### config.mk
export PLATFORM = sky130hd
export DESIGN_NAME = outer_stream_adapter_flat
export DESIGN_NICKNAME = d
export VERILOG_FILES = /design/src/rtl/outer_stream_adapter_pkg.sv /design/src/rtl/outer_stream_adapter_if.sv /design/src/rtl/outer_stream_adapter_fifo.sv /design/src/rtl/outer_stream_adapter.sv /design/src/flat_wrapper.sv
export SDC_FILE = /design/constraint.sdc
export NUM_CORES = 1
export LEC_CHECK = 0
export CAP_MARGIN = 20
export CORE_MARGIN = 10
export CORE_UTILIZATION = 59
export CTS_BUF_LIST = sky130_fd_sc_hd__clkbuf_4
export DETAILED_ROUTE_END_ITERATION = 10
export DONT_BUFFER_PORTS = 1
export GPL_TIMING_DRIVEN = 1
export PLACE_DENSITY = 0.78
export SLEW_MARGIN = 0
export SYNTH_ARGS = -nofsm -noshare
export SYNTH_HDL_FRONTEND = slang
export SYNTH_SLANG_ARGS = --single-unit
### constraint.sdc
create_clock -name clk -period 8.4 [get_ports clk]
set_clock_uncertainty 0.2 [all_clocks]
set_input_delay 2.1 -clock clk [delete_from_list [all_inputs] [get_ports clk]]
set_output_delay 2.1 -clock clk [all_outputs]
set_load 0.005 [all_outputs]
### src/rtl/outer_stream_adapter_pkg.sv
// Shared definitions for outer_stream_adapter: default widths, the length value
// that selects automatic (hub-terminated) jobs, the command layout and the job FSM states.
package outer_stream_adapter_pkg;

  localparam int unsigned DATA_W_DEF = 64;
  localparam int unsigned LEN_W_DEF  = 15;

  // A command length of AUTO_LEN means "run until the hub flags last".
  localparam int unsigned AUTO_LEN   = 0;

  // Command word as it sits in the command queue (length only).
  typedef struct packed {
    logic [LEN_W_DEF-1:0] len;
  } cmd_t;

  typedef enum logic [1:0] {
    ST_IDLE    = 2'd0,
    ST_COUNTED = 2'd1,
    ST_AUTO    = 2'd2
  } job_state_e;

  // True when a queued length selects automatic mode.
  function automatic logic is_auto_len(input logic [LEN_W_DEF-1:0] len);
    return len == LEN_W_DEF'(AUTO_LEN);
  endfunction

endpackage

### src/rtl/outer_stream_adapter_if.sv
// Handshake bundle of outer_stream_adapter: command port, hub (busSwitch) port
// and outer stream port.
//   master : environment side (drives commands, hub beats, outer ready)
//   slave  : adapter side
interface outer_stream_adapter_if
  import outer_stream_adapter_pkg::*;
#(
  parameter int unsigned DATA_W = DATA_W_DEF,
  parameter int unsigned LEN_W  = LEN_W_DEF
);

  logic [LEN_W-1:0]  cmd;
  logic              cmd_isReady;
  logic              cmd_canReceive;

  logic [DATA_W-1:0] h_data;
  logic              h_isReady;
  logic              h_canReceive;
  logic              h_isLast_in;
  logic              h_isLast_out;

  logic [DATA_W-1:0] o_data;
  logic              o_isReady;
  logic              o_canReceive;

  modport master (
    output cmd, cmd_isReady, h_data, h_isReady, h_isLast_out, o_canReceive,
    input  cmd_canReceive, h_canReceive, h_isLast_in, o_data, o_isReady
  );

  modport slave (
    input  cmd, cmd_isReady, h_data, h_isReady, h_isLast_out, o_canReceive,
    output cmd_canReceive, h_canReceive, h_isLast_in, o_data, o_isReady
  );

endinterface

### src/rtl/outer_stream_adapter_fifo.sv
// stream_fifo: synchronous FIFO with async active-low reset.
//   push/wdata : write request (ignored while full, even if a pop happens the same cycle)
//   pop        : read request (ignored while empty)
//   rdata      : head entry, 0 when empty
//   full/empty : occupancy flags derived from registered pointers
module stream_fifo #(
  parameter int unsigned W     = 8,
  parameter int unsigned DEPTH = 4
) (
  input  logic         clk,
  input  logic         rst,
  input  logic         push,
  input  logic [W-1:0] wdata,
  input  logic         pop,
  output logic [W-1:0] rdata,
  output logic         full,
  output logic         empty
);

  localparam int unsigned AW = $clog2(DEPTH);
  localparam int unsigned PW = AW + 1;

  // Pointers carry one wrap bit to tell full from empty.
  logic [PW-1:0] wr_ptr_q, wr_ptr_d;
  logic [PW-1:0] rd_ptr_q, rd_ptr_d;
  logic [W-1:0]  mem_q [DEPTH];
  logic          do_push;
  logic          do_pop;

  always_comb begin
    empty    = (wr_ptr_q == rd_ptr_q);
    full     = (wr_ptr_q[AW] != rd_ptr_q[AW]) && (wr_ptr_q[AW-1:0] == rd_ptr_q[AW-1:0]);
    do_push  = push & ~full;
    do_pop   = pop & ~empty;
    wr_ptr_d = wr_ptr_q + PW'(do_push);
    rd_ptr_d = rd_ptr_q + PW'(do_pop);
    rdata    = empty ? '0 : mem_q[rd_ptr_q[AW-1:0]];
  end

  always_ff @(posedge clk or negedge rst) begin
    if (!rst) begin
      wr_ptr_q <= '0;
      rd_ptr_q <= '0;
    end else begin
      wr_ptr_q <= wr_ptr_d;
      rd_ptr_q <= rd_ptr_d;
    end
  end

  // Storage needs no reset: reads are masked while empty.
  always_ff @(posedge clk) begin
    if (do_push) mem_q[wr_ptr_q[AW-1:0]] <= wdata;
  end

endmodule

### src/rtl/outer_stream_adapter.sv
// outer_stream_adapter: bridges one busSwitch port to an outer stream.
// Each queued command runs a job that forwards either a fixed number of hub
// beats (counted) or beats until the hub flags last (auto). A data FIFO sits
// between hub and outer handshakes so there is no combinational o->h path.
//   clk, rst   : clock, async active-low reset
//   bus        : command / hub / outer handshakes (slave modport)
//   busy       : active job, queued command or buffered data
//   beats_left : remaining beats of a counted job, else 0
module outer_stream_adapter
  import outer_stream_adapter_pkg::*;
#(
  parameter int unsigned DATA_W     = DATA_W_DEF,
  parameter int unsigned LEN_W      = LEN_W_DEF,
  parameter int unsigned FIFO_DEPTH = 4,
  parameter int unsigned CMDQ_DEPTH = 2
) (
  input  logic                 clk,
  input  logic                 rst,
  outer_stream_adapter_if.slave bus,
  output logic                 busy,
  output logic [LEN_W-1:0]     beats_left
);

  logic             cmdq_full, cmdq_empty, cmdq_pop;
  logic [LEN_W-1:0] cmdq_head;
  logic             fifo_full, fifo_empty;
  logic [DATA_W-1:0] fifo_head;

  job_state_e       state_q, state_d;
  logic [LEN_W-1:0] rem_q, rem_d;

  logic active, counted, h_can, h_beat, o_beat, job_end;

  stream_fifo #(.W(LEN_W), .DEPTH(CMDQ_DEPTH)) u_cmdq (
    .clk   (clk),
    .rst   (rst),
    .push  (bus.cmd_isReady),
    .wdata (bus.cmd),
    .pop   (cmdq_pop),
    .rdata (cmdq_head),
    .full  (cmdq_full),
    .empty (cmdq_empty)
  );

  stream_fifo #(.W(DATA_W), .DEPTH(FIFO_DEPTH)) u_data_fifo (
    .clk   (clk),
    .rst   (rst),
    .push  (h_beat),
    .wdata (bus.h_data),
    .pop   (o_beat),
    .rdata (fifo_head),
    .full  (fifo_full),
    .empty (fifo_empty)
  );

  // Job FSM: next state, remaining count and command pop.
  always_comb begin
    state_d  = state_q;
    rem_d    = rem_q;
    cmdq_pop = 1'b0;
    job_end  = 1'b0;

    active  = (state_q != ST_IDLE);
    counted = (state_q == ST_COUNTED);
    h_can   = active & ~fifo_full;
    h_beat  = bus.h_isReady & h_can;
    o_beat  = ~fifo_empty & bus.o_canReceive;

    case (state_q)
      ST_COUNTED: begin
        if (h_beat) begin
          if (rem_q == LEN_W'(1)) job_end = 1'b1;
          else                    rem_d   = rem_q - LEN_W'(1);
        end
      end
      ST_AUTO: begin
        if (h_beat && bus.h_isLast_out) job_end = 1'b1;
      end
      default: ;
    endcase

    if (job_end) begin
      state_d = ST_IDLE;
      rem_d   = '0;
    end

    // Load the next command on the job-ending edge so queued jobs run back-to-back.
    if ((!active || job_end) && !cmdq_empty) begin
      cmdq_pop = 1'b1;
      rem_d    = cmdq_head;
      state_d  = (cmdq_head == LEN_W'(AUTO_LEN)) ? ST_AUTO : ST_COUNTED;
    end
  end

  always_ff @(posedge clk or negedge rst) begin
    if (!rst) begin
      state_q <= ST_IDLE;
      rem_q   <= '0;
    end else begin
      state_q <= state_d;
      rem_q   <= rem_d;
    end
  end

  // Gated by rst so the port reads 0 while reset is held.
  assign bus.cmd_canReceive = rst & ~cmdq_full;
  assign bus.h_canReceive   = h_can;
  assign bus.h_isLast_in    = counted & (rem_q == LEN_W'(1));
  assign bus.o_data         = fifo_head;
  assign bus.o_isReady      = ~fifo_empty;
  assign busy               = active | ~cmdq_empty | ~fifo_empty;
  assign beats_left         = counted ? rem_q : '0;

endmodule

### src/flat_wrapper.sv
// flat-port wrapper written by rule: the top's interface ports become plain ports
module outer_stream_adapter_flat import outer_stream_adapter_pkg::*;
#(
  parameter int unsigned DATA_W     = DATA_W_DEF,
  parameter int unsigned LEN_W      = LEN_W_DEF,
  parameter int unsigned FIFO_DEPTH = 4,
  parameter int unsigned CMDQ_DEPTH = 2
)
  (clk, rst, busy, beats_left, bus_cmd, bus_cmd_isReady, bus_h_data, bus_h_isReady, bus_h_isLast_out, bus_o_canReceive, bus_cmd_canReceive, bus_h_canReceive, bus_h_isLast_in, bus_o_data, bus_o_isReady);
  outer_stream_adapter_if #(.DATA_W(DATA_W), .LEN_W(LEN_W)) bus_i ();
  input  logic clk;
  input  logic rst;
  output logic busy;
  output logic [LEN_W-1:0] beats_left;
  input wire logic [$bits(bus_i.cmd)-1:0] bus_cmd;
  input wire logic [$bits(bus_i.cmd_isReady)-1:0] bus_cmd_isReady;
  input wire logic [$bits(bus_i.h_data)-1:0] bus_h_data;
  input wire logic [$bits(bus_i.h_isReady)-1:0] bus_h_isReady;
  input wire logic [$bits(bus_i.h_isLast_out)-1:0] bus_h_isLast_out;
  input wire logic [$bits(bus_i.o_canReceive)-1:0] bus_o_canReceive;
  output wire logic [$bits(bus_i.cmd_canReceive)-1:0] bus_cmd_canReceive;
  output wire logic [$bits(bus_i.h_canReceive)-1:0] bus_h_canReceive;
  output wire logic [$bits(bus_i.h_isLast_in)-1:0] bus_h_isLast_in;
  output wire logic [$bits(bus_i.o_data)-1:0] bus_o_data;
  output wire logic [$bits(bus_i.o_isReady)-1:0] bus_o_isReady;
  assign bus_i.cmd = bus_cmd;
  assign bus_i.cmd_isReady = bus_cmd_isReady;
  assign bus_i.h_data = bus_h_data;
  assign bus_i.h_isReady = bus_h_isReady;
  assign bus_i.h_isLast_out = bus_h_isLast_out;
  assign bus_i.o_canReceive = bus_o_canReceive;
  assign bus_cmd_canReceive = bus_i.cmd_canReceive;
  assign bus_h_canReceive = bus_i.h_canReceive;
  assign bus_h_isLast_in = bus_i.h_isLast_in;
  assign bus_o_data = bus_i.o_data;
  assign bus_o_isReady = bus_i.o_isReady;
  outer_stream_adapter #(.DATA_W(DATA_W), .LEN_W(LEN_W), .FIFO_DEPTH(FIFO_DEPTH), .CMDQ_DEPTH(CMDQ_DEPTH)) u_core (.clk(clk), .rst(rst), .bus(bus_i), .busy(busy), .beats_left(beats_left));
endmodule
==> results of run 1 <==
[cells in the mapped netlist (6+ instances only)]
cell type / number / area share
o211ai_1: 10 / 0.0058
ha_1: 12 / 0.012
clkbuf_1: 24 / 0.0070
nor2b_1: 65 / 0.032
nor4_1: 9 / 0.0044
nand3_1: 21 / 0.0082
a221oi_2: 8 / 0.0093
and2_1: 18 / 0.0087
xor2_1: 10 / 0.0068
nor3_1: 6 / 0.0023
nand4_1: 9 / 0.0044
inv_1: 21 / 0.0061
nand2_1: 15 / 0.0044
nor2_1: 6 / 0.0017
buf_2: 7 / 0.0027
mux4_2: 64 / 0.11
mux2_2: 14 / 0.012
edfxtp_1: 286 / 0.67
a311oi_1: 9 / 0.0061
dfrtp_1: 27 / 0.052
[flip-flops by register name, summed over array words and instances, names as in the netlist]
signal and cells:
u_core.u_cmdq.rd_ptr_q 2, u_core.rem_q 15, u_core.state_q 2, u_core.u_data_fifo.mem_q 256
u_core.u_data_fifo.rd_ptr_q 3, u_core.u_data_fifo.wr_ptr_q 3, u_core.u_cmdq.mem_q 30, u_core.u_cmdq.wr_ptr_q 2
[cell families (layout without fill, tap and decap cells)]
group                      Yosys count  after routing  synth area share
xor gates and xnor gates            12             12           0.00816
buffers and inverters               59            156            0.0186
AOI/OAI and AO/OA                   53             53            0.0382
and+or+nand+nor                    169            169            0.0788
DFF                                313            313             0.720
muxes                               79             79             0.125
adders and majority gates           12             12            0.0117
other                                0              3                 0
[final cells by class]
class / instances / area share
multi-input combinational: 325 / 0.241
sequential: 313 / 0.656
antenna: 3 / 0.000531
clock buffer: 104 / 0.0553
timing repair buffer: 8 / 0.00505
clock inverter: 22 / 0.0113
inverter: 22 / 0.00584
tap: 275 / 0.0244
[worst min-delay path by stage]
stage | start | to | slack (ps) | depth (start not counted)
finish | u_core.u_cmdq.rd_ptr_q[1] | u_core.u_cmdq.rd_ptr_q[1] | 290 | 1
detailed placement | u_core.u_cmdq.rd_ptr_q[1] | u_core.u_cmdq.rd_ptr_q[1] | 270 | 1
floorplan | u_core.u_data_fifo.wr_ptr_q[2] | u_core.u_data_fifo.wr_ptr_q[2] | 260 | 1
global placement | u_core.u_data_fifo.wr_ptr_q[2] | u_core.u_data_fifo.wr_ptr_q[2] | 270 | 1
CTS | u_core.u_cmdq.rd_ptr_q[1] | u_core.u_cmdq.rd_ptr_q[1] | 290 | 1
global route | u_core.u_cmdq.rd_ptr_q[1] | u_core.u_cmdq.rd_ptr_q[1] | 300 | 1
[routing by layer]
layer  GRT usage  vias up  wire (um)
met5           0        -          0
met1       0.216     3419       9960
li1            -     2951          -
met2       0.302      238      13400
met4      0.0625        0        374
met3      0.0850       30       2640
[per-stage QoR]
stage	hold WS (ps)	power [W]
after floorplan	258	0.00360
after global placement	273	0.00400
after detailed placement	273	0.00408
after CTS	285	0.00530
after global routing	300	0.00556
final	287	0.00524
[critical path, delay by kind of cell, from the launching register on]
family / cells / cell delay, ps
xor+xnor: 1 / 190
simple gates: 2 / 440
flops: 1 / 1120
buf+inv: 1 / 630
[placed cells by master, fill, tap and decap left out, types with 3 or more instances in the layout]
cell type	synthesis	layout
o211ai_1	10	10
a221oi_1	3	3
clkbuf_4	0	104
a311oi_1	9	9
a31oi_1	4	4
nand2_1	15	15
xor2_1	10	10
nor4b_1	3	3
a221oi_2	8	8
clkinv_1	1	10
mux2_2	14	14
dfrtp_1	27	25
or4_1	3	3
buf_4	0	6
nor2_1	6	4
inv_1	21	21
and2_1	18	18
nand4_1	9	9
nand3_1	21	21
nor2b_1	65	65
nor4_1	9	8
clkinv_2	0	6
diode_2	0	3
ha_1	12	12
edfxtp_1	286	286
o311ai_1	4	4
nor3_1	6	5
mux4_2	64	64
[power by group]
group	internal, W	switching [W]	leakage (nW)
registers	0.00202	0.000252	2.94
logic	0.000757	0.00100	1.18
clock network	0.000637	0.000569	0.558
==> key figures, run 1 <==
Clock network
  • CTS sink cnt: roughly 310
  • Clock slew at reported path FFs: about 60 ps
  • Worst-Skew Late Latency: 680 ps
  • Cts bufs inserted: a little under 80
  • CTS H-tree lvls: 3
  • Hold buffers post-CTS: 0
  • Setup bufs post-CTS: 0
  • CTS max path bufs: 3
  • CTS tree: done
  • Post-CTS resize count: 0
  • Clk Tree Root Cell: clkbuf_4

Cells and area
  • Fillers: roughly 1400
  • P&R area growth vs syn: 9.75%
  • Layout cells sized above 1: 0.282
  • Final net count: 845
  • Final core occ: 0.666
  • Fin cells: 1072
  • Area of the multi-input gates: 3410 um^2
  • Final Cell Area: around 14000 um^2
  • Sequential cell area: 9270 um^2

Routing
  • Number of vias in the routed layout: around 6600
  • Routed vias/inst: around 6.2
  • DRT Pass-1 Iters: 5
  • Wirelength per Cell: around 25 um
  • DR iter-0 viols: ~490
  • Post-DRT Antenna Nets: 0
  • Total wire length: 26400 um
  • Residual DRC: 0

STA
  • Relative slew slack: 0.302
  • Final setup viols: 0
  • Fin worst setup slack: a little under 3000 ps
  • Final hold violation count: 0
  • Post-route setup TNS: 0 ps
  • Post-layout min period: approximately 5400 ps
  • FMAX: around 180 MHz
  • Fin crit share: 0.645
  • Slew Limit Fails: 0
  • Unrepaired setup endpoints after global routing: false
  • Worst Tran Pin Value: roughly 1000 ps

Critical path
  • FF-to-FF path depth: 5
  • CP max stage delay: 1120 ps
  • CP Class: reg -> out
  • Worst Setup SP: u_core.u_data_fifo.rd_ptr_q[1]
  • Nature of the critical path endpoint: primary output
  • R2R setup slack: 4320 ps
  • Worst r2r dst: u_core.u_data_fifo.mem_q[2][32]
  • Worst-path cell chain: xor2_1, nor3_2, buf_4, nor2b_1
  • CP max stage cell: dfrtp_4
  • R2R Path Start: u_core.u_data_fifo.rd_ptr_q[1]
  • CP Launch Type: flip-flop
  • CP Data Arrival Time: 3120 ps
  • CP Max Fanout: 67
  • Crit path to: bus_o_data[16]
  • Critical Path RT: approximately 6000 ps

Synth
  • Async S/R FF share, synth: 0.0863
  • Distinct cells, synth: 52
  • Synth Net Count: ~790
  • Synthesized area: about 13000 um^2
  • YS warnings: 0
  • Synthesized flop and latch total: 313
  • Avg Inst Size Synth: 18.5 um^2
  • Sequential element share of the synthesized area: 0.720
  • Number of flops mapped to enable cells by yosys: between 200 and 300
  • Cells after synthesis: around 700
  • Top FF cell, synth: edfxtp_1

Flow run
  • Max-cap violations: 0

Floorplan
  • Core area: between 20000 and 25000 um^2
  • Die X: ~170 um
  • Top Ports: ~170
  • Cell Rows: between 50 and 60
  • Initial Utilization: 0.607
  • Die H: roughly 170 um
  • Die area: 28100 um^2

Worst hold path
  • Worst Hold Class: reg -> reg

Place
  • Final Wtd Congestion: around 0.82
  • I/O Buffers: 0
  • Cells after DPL: between 900 and 1000
  • DP HPWL: about 17000 um
  • Dpl ws: 3590 ps
  • Placement-stage cell area: between 10000 and 15000 um^2

GRT
  • Initial antenna violation count: 2
  • Gr usage total: 0.186
  • Vias in the first global route: approximately 7200
  • Largest net degree at the start of global routing: between 60 and 70
  • Total grt overflow: 0
  • First-pass GRT wire length: about 41000 um

Power and ir drop
  • PD cells: 371 nW/um^2
  • Leakage power: ~4.7 nW
  • Worst vdd ir: between 0.2 and 0.25 mV

Run status
  • Status: finished clean
Note: power is estimated with default switching activity, not from simulation.
==> run 2: changes to the inputs <==
==> constraint.sdc (replaced) <==
create_clock -name clk -period 4.5 [get_ports clk]
set_clock_uncertainty 0.2 [all_clocks]
set_input_delay 1.125 -clock clk [delete_from_list [all_inputs] [get_ports clk]]
set_output_delay 1.125 -clock clk [all_outputs]
set_load 0.005 [all_outputs]
==> run 2 against run 1 <==
Compared with the run above: sequential power up 84%; cell area is 0.83% higher; critical endpoint is now bus_o_data[21]; first-iteration DRC count up 10%; largest power group unchanged; core utilization increased by 0.55 points; worst hold slack worse by 210 ps.
==> key figures, run 2 (synthesis results as in run 1) <==
STA
  • Final setup viols: 0
  • Post-layout min period: 4040 ps
  • Unrepaired setup endpoints after global routing: false
  • Fin crit share: 0.898
  • FMAX: approximately 250 MHz
  • Relative slew slack: 0.327
  • WHS: ~74 ps
  • Post-route setup TNS: 0 ps
  • Final hold violation count: 0
  • Slew Limit Fails: 0
  • Worst Tran Pin Value: around 1000 ps

Cells and area
  • Fillers: approximately 1400
  • Final core occ: 0.671
  • Max reg flops: 256
  • Layout cells sized above 1: 0.287
  • Commonest non-fill, non-tap cells in the layout: edfxtp_1, clkbuf_4, nor2b_1
  • Fin cells: about 1100
  • Final net count: between 800 and 900
  • Commonest non-fill, non-tap cell in the layout: edfxtp_1
  • P&R area growth vs syn: 10.7%
  • Final Cell Area: roughly 14000 um^2

Clock network
  • Worst-Skew Late Latency: ~670 ps
  • Clock slew at reported path FFs: about 70 ps
  • CTS H-tree lvls: 3
  • Post-CTS resize count: 0
  • Setup bufs post-CTS: 0
  • CTS tree: done
  • Clk Tree Root Cell: clkbuf_4
  • CTS max path bufs: 3
  • CTS sink cnt: roughly 310
  • Cts bufs inserted: 78

Floorplan
  • Core area: about 21000 um^2
  • Initial Utilization: 0.607
  • Cell Rows: 53
  • Die H: about 170 um
  • Die X: ~170 um
  • Top Ports: 169
  • Die area: between 20000 and 30000 um^2

Worst hold path
  • Worst Hold Class: in -> async

Critical path
  • Critical Path RT: between 3000 and 4000 ps
  • R2R Path Start: u_core.u_data_fifo.rd_ptr_q[0]
  • Worst Setup SP: u_core.u_data_fifo.rd_ptr_q[0]
  • CP Class: reg -> out
  • CP Data Arrival Time: roughly 2700 ps
  • CP Launch Type: flip-flop
  • Worst-path cell chain: xor2_1, nor3_2, buf_4, nor2b_1
  • Top Family by Delay on Critical Path: flip-flops
  • Worst r2r dst: u_core.rem_q[7]
  • Crit path buffers/inverters: 1
  • Nature of the critical path endpoint: primary output
  • CP max stage cell: dfrtp_4
  • FF-to-FF path depth: 5
  • CP max stage delay: between 800 and 900 ps
  • R2R setup slack: 1140 ps
  • CP Max Fanout: between 50 and 60

Routing
  • Number of vias in the routed layout: approximately 6700
  • Residual DRC: 0
  • Routed vias/inst: a little over 6
  • Total wire length: between 20000 and 30000 um
  • Post-DRT Antenna Nets: 0
  • Wirelength per Cell: between 20 and 25 um
  • DR iter-0 viols: between 500 and 600
  • DRT Pass-1 Iters: 5

GRT
  • Gr usage total: 0.188
  • Vias in the first global route: approximately 7000
  • Total grt overflow: 0
  • Initial antenna violation count: 2
  • First-pass GRT wire length: between 40000 and 50000 um
  • Largest net degree at the start of global routing: 65

Place
  • Placement-stage cell area: 13200 um^2
  • DP HPWL: between 15000 and 20000 um
  • Final Wtd Congestion: 0.873
  • I/O Buffers: 0
  • Cells after DPL: between 900 and 1000

Run status
  • Status: finished clean

Power and ir drop
  • Worst vdd ir: ~0.41 mV
  • PD cells: 692 nW/um^2
  • Leakage power: 4.74 nW

Flow run
  • Max-cap violations: 0
-- run 2: cell types whose count changed in the layout (fill, tap and decap cells not counted), moves of 2 or more --
cell / change
clkinv_2: -2
inv_2: +2
buf_12: +5
clkbuf_4: +8
clkinv_1: +8
diode_2: -2
-- run 2: worst max path at each step --
stage                                          end  slack (ps)  depth (start not counted)
floorplan           u_core.u_data_fifo.mem_q[0][0]         500                          2
global placement                    bus_o_data[23]        1110                          4
detailed placement                  bus_o_data[21]        1070                          4
CTS                                 bus_o_data[21]         320                          4
global route                        bus_o_data[21]         180                          4
finish                              bus_o_data[21]         460                          4
-- run 2: what timing repair did --
item,CTS,global route
hold buffers,1,0
hold endpoints to repair,27,0
setup endpoints to repair,0,0
-- run 2: per-layer routing --
metal | up-vias | GRT usage | share of wire
met5 | - | 0 | 0
met4 | 0 | 0.0727 | 0.019
met3 | 40 | 0.0847 | 0.11
met2 | 309 | 0.279 | 0.48
met1 | 3407 | 0.238 | 0.39
li1 | 2970 | - | -
-- run 2: metrics by stage --
step,power (W),worst slack [ps]
final,0.00986,458
after global routing,0.0105,179
after CTS,0.00998,318
after detailed placement,0.00768,1070
after global placement,0.00755,1110
after floorplan,0.00672,503
-- run 2: layout make-up --
cell class | count | area (um^2) | area share
Sequential cell | 313 | 9270 | 0.651
Clock buffer | 112 | 841 | 0.0590
Tap cell | 275 | 344 | 0.0242
Timing Repair Buffer | 12 | 153 | 0.0107
Clock inverter | 27 | 141 | 0.00992
Inverter | 22 | 82.6 | 0.00580
Antenna cell | 1 | 2.50 | 0.000176
Multi-Input combinational cell | 325 | 3410 | 0.239
-- run 2: power by group --
group	switching [W]	leakage (nW)	internal [W]
sequential	0.000398	2.94	0.00377
combinational	0.00199	1.22	0.00143
clock	0.00106	0.589	0.00121
total	0.00345	4.74	0.00641
-- run 2: worst reg2reg max path, cell delays in order (launching register included) --
cell,delay [ps]
dfrtp_4,820
xnor2_1,300
a311oi_4,560
nand3_1,590
and3_4,470
a221oi_2,300
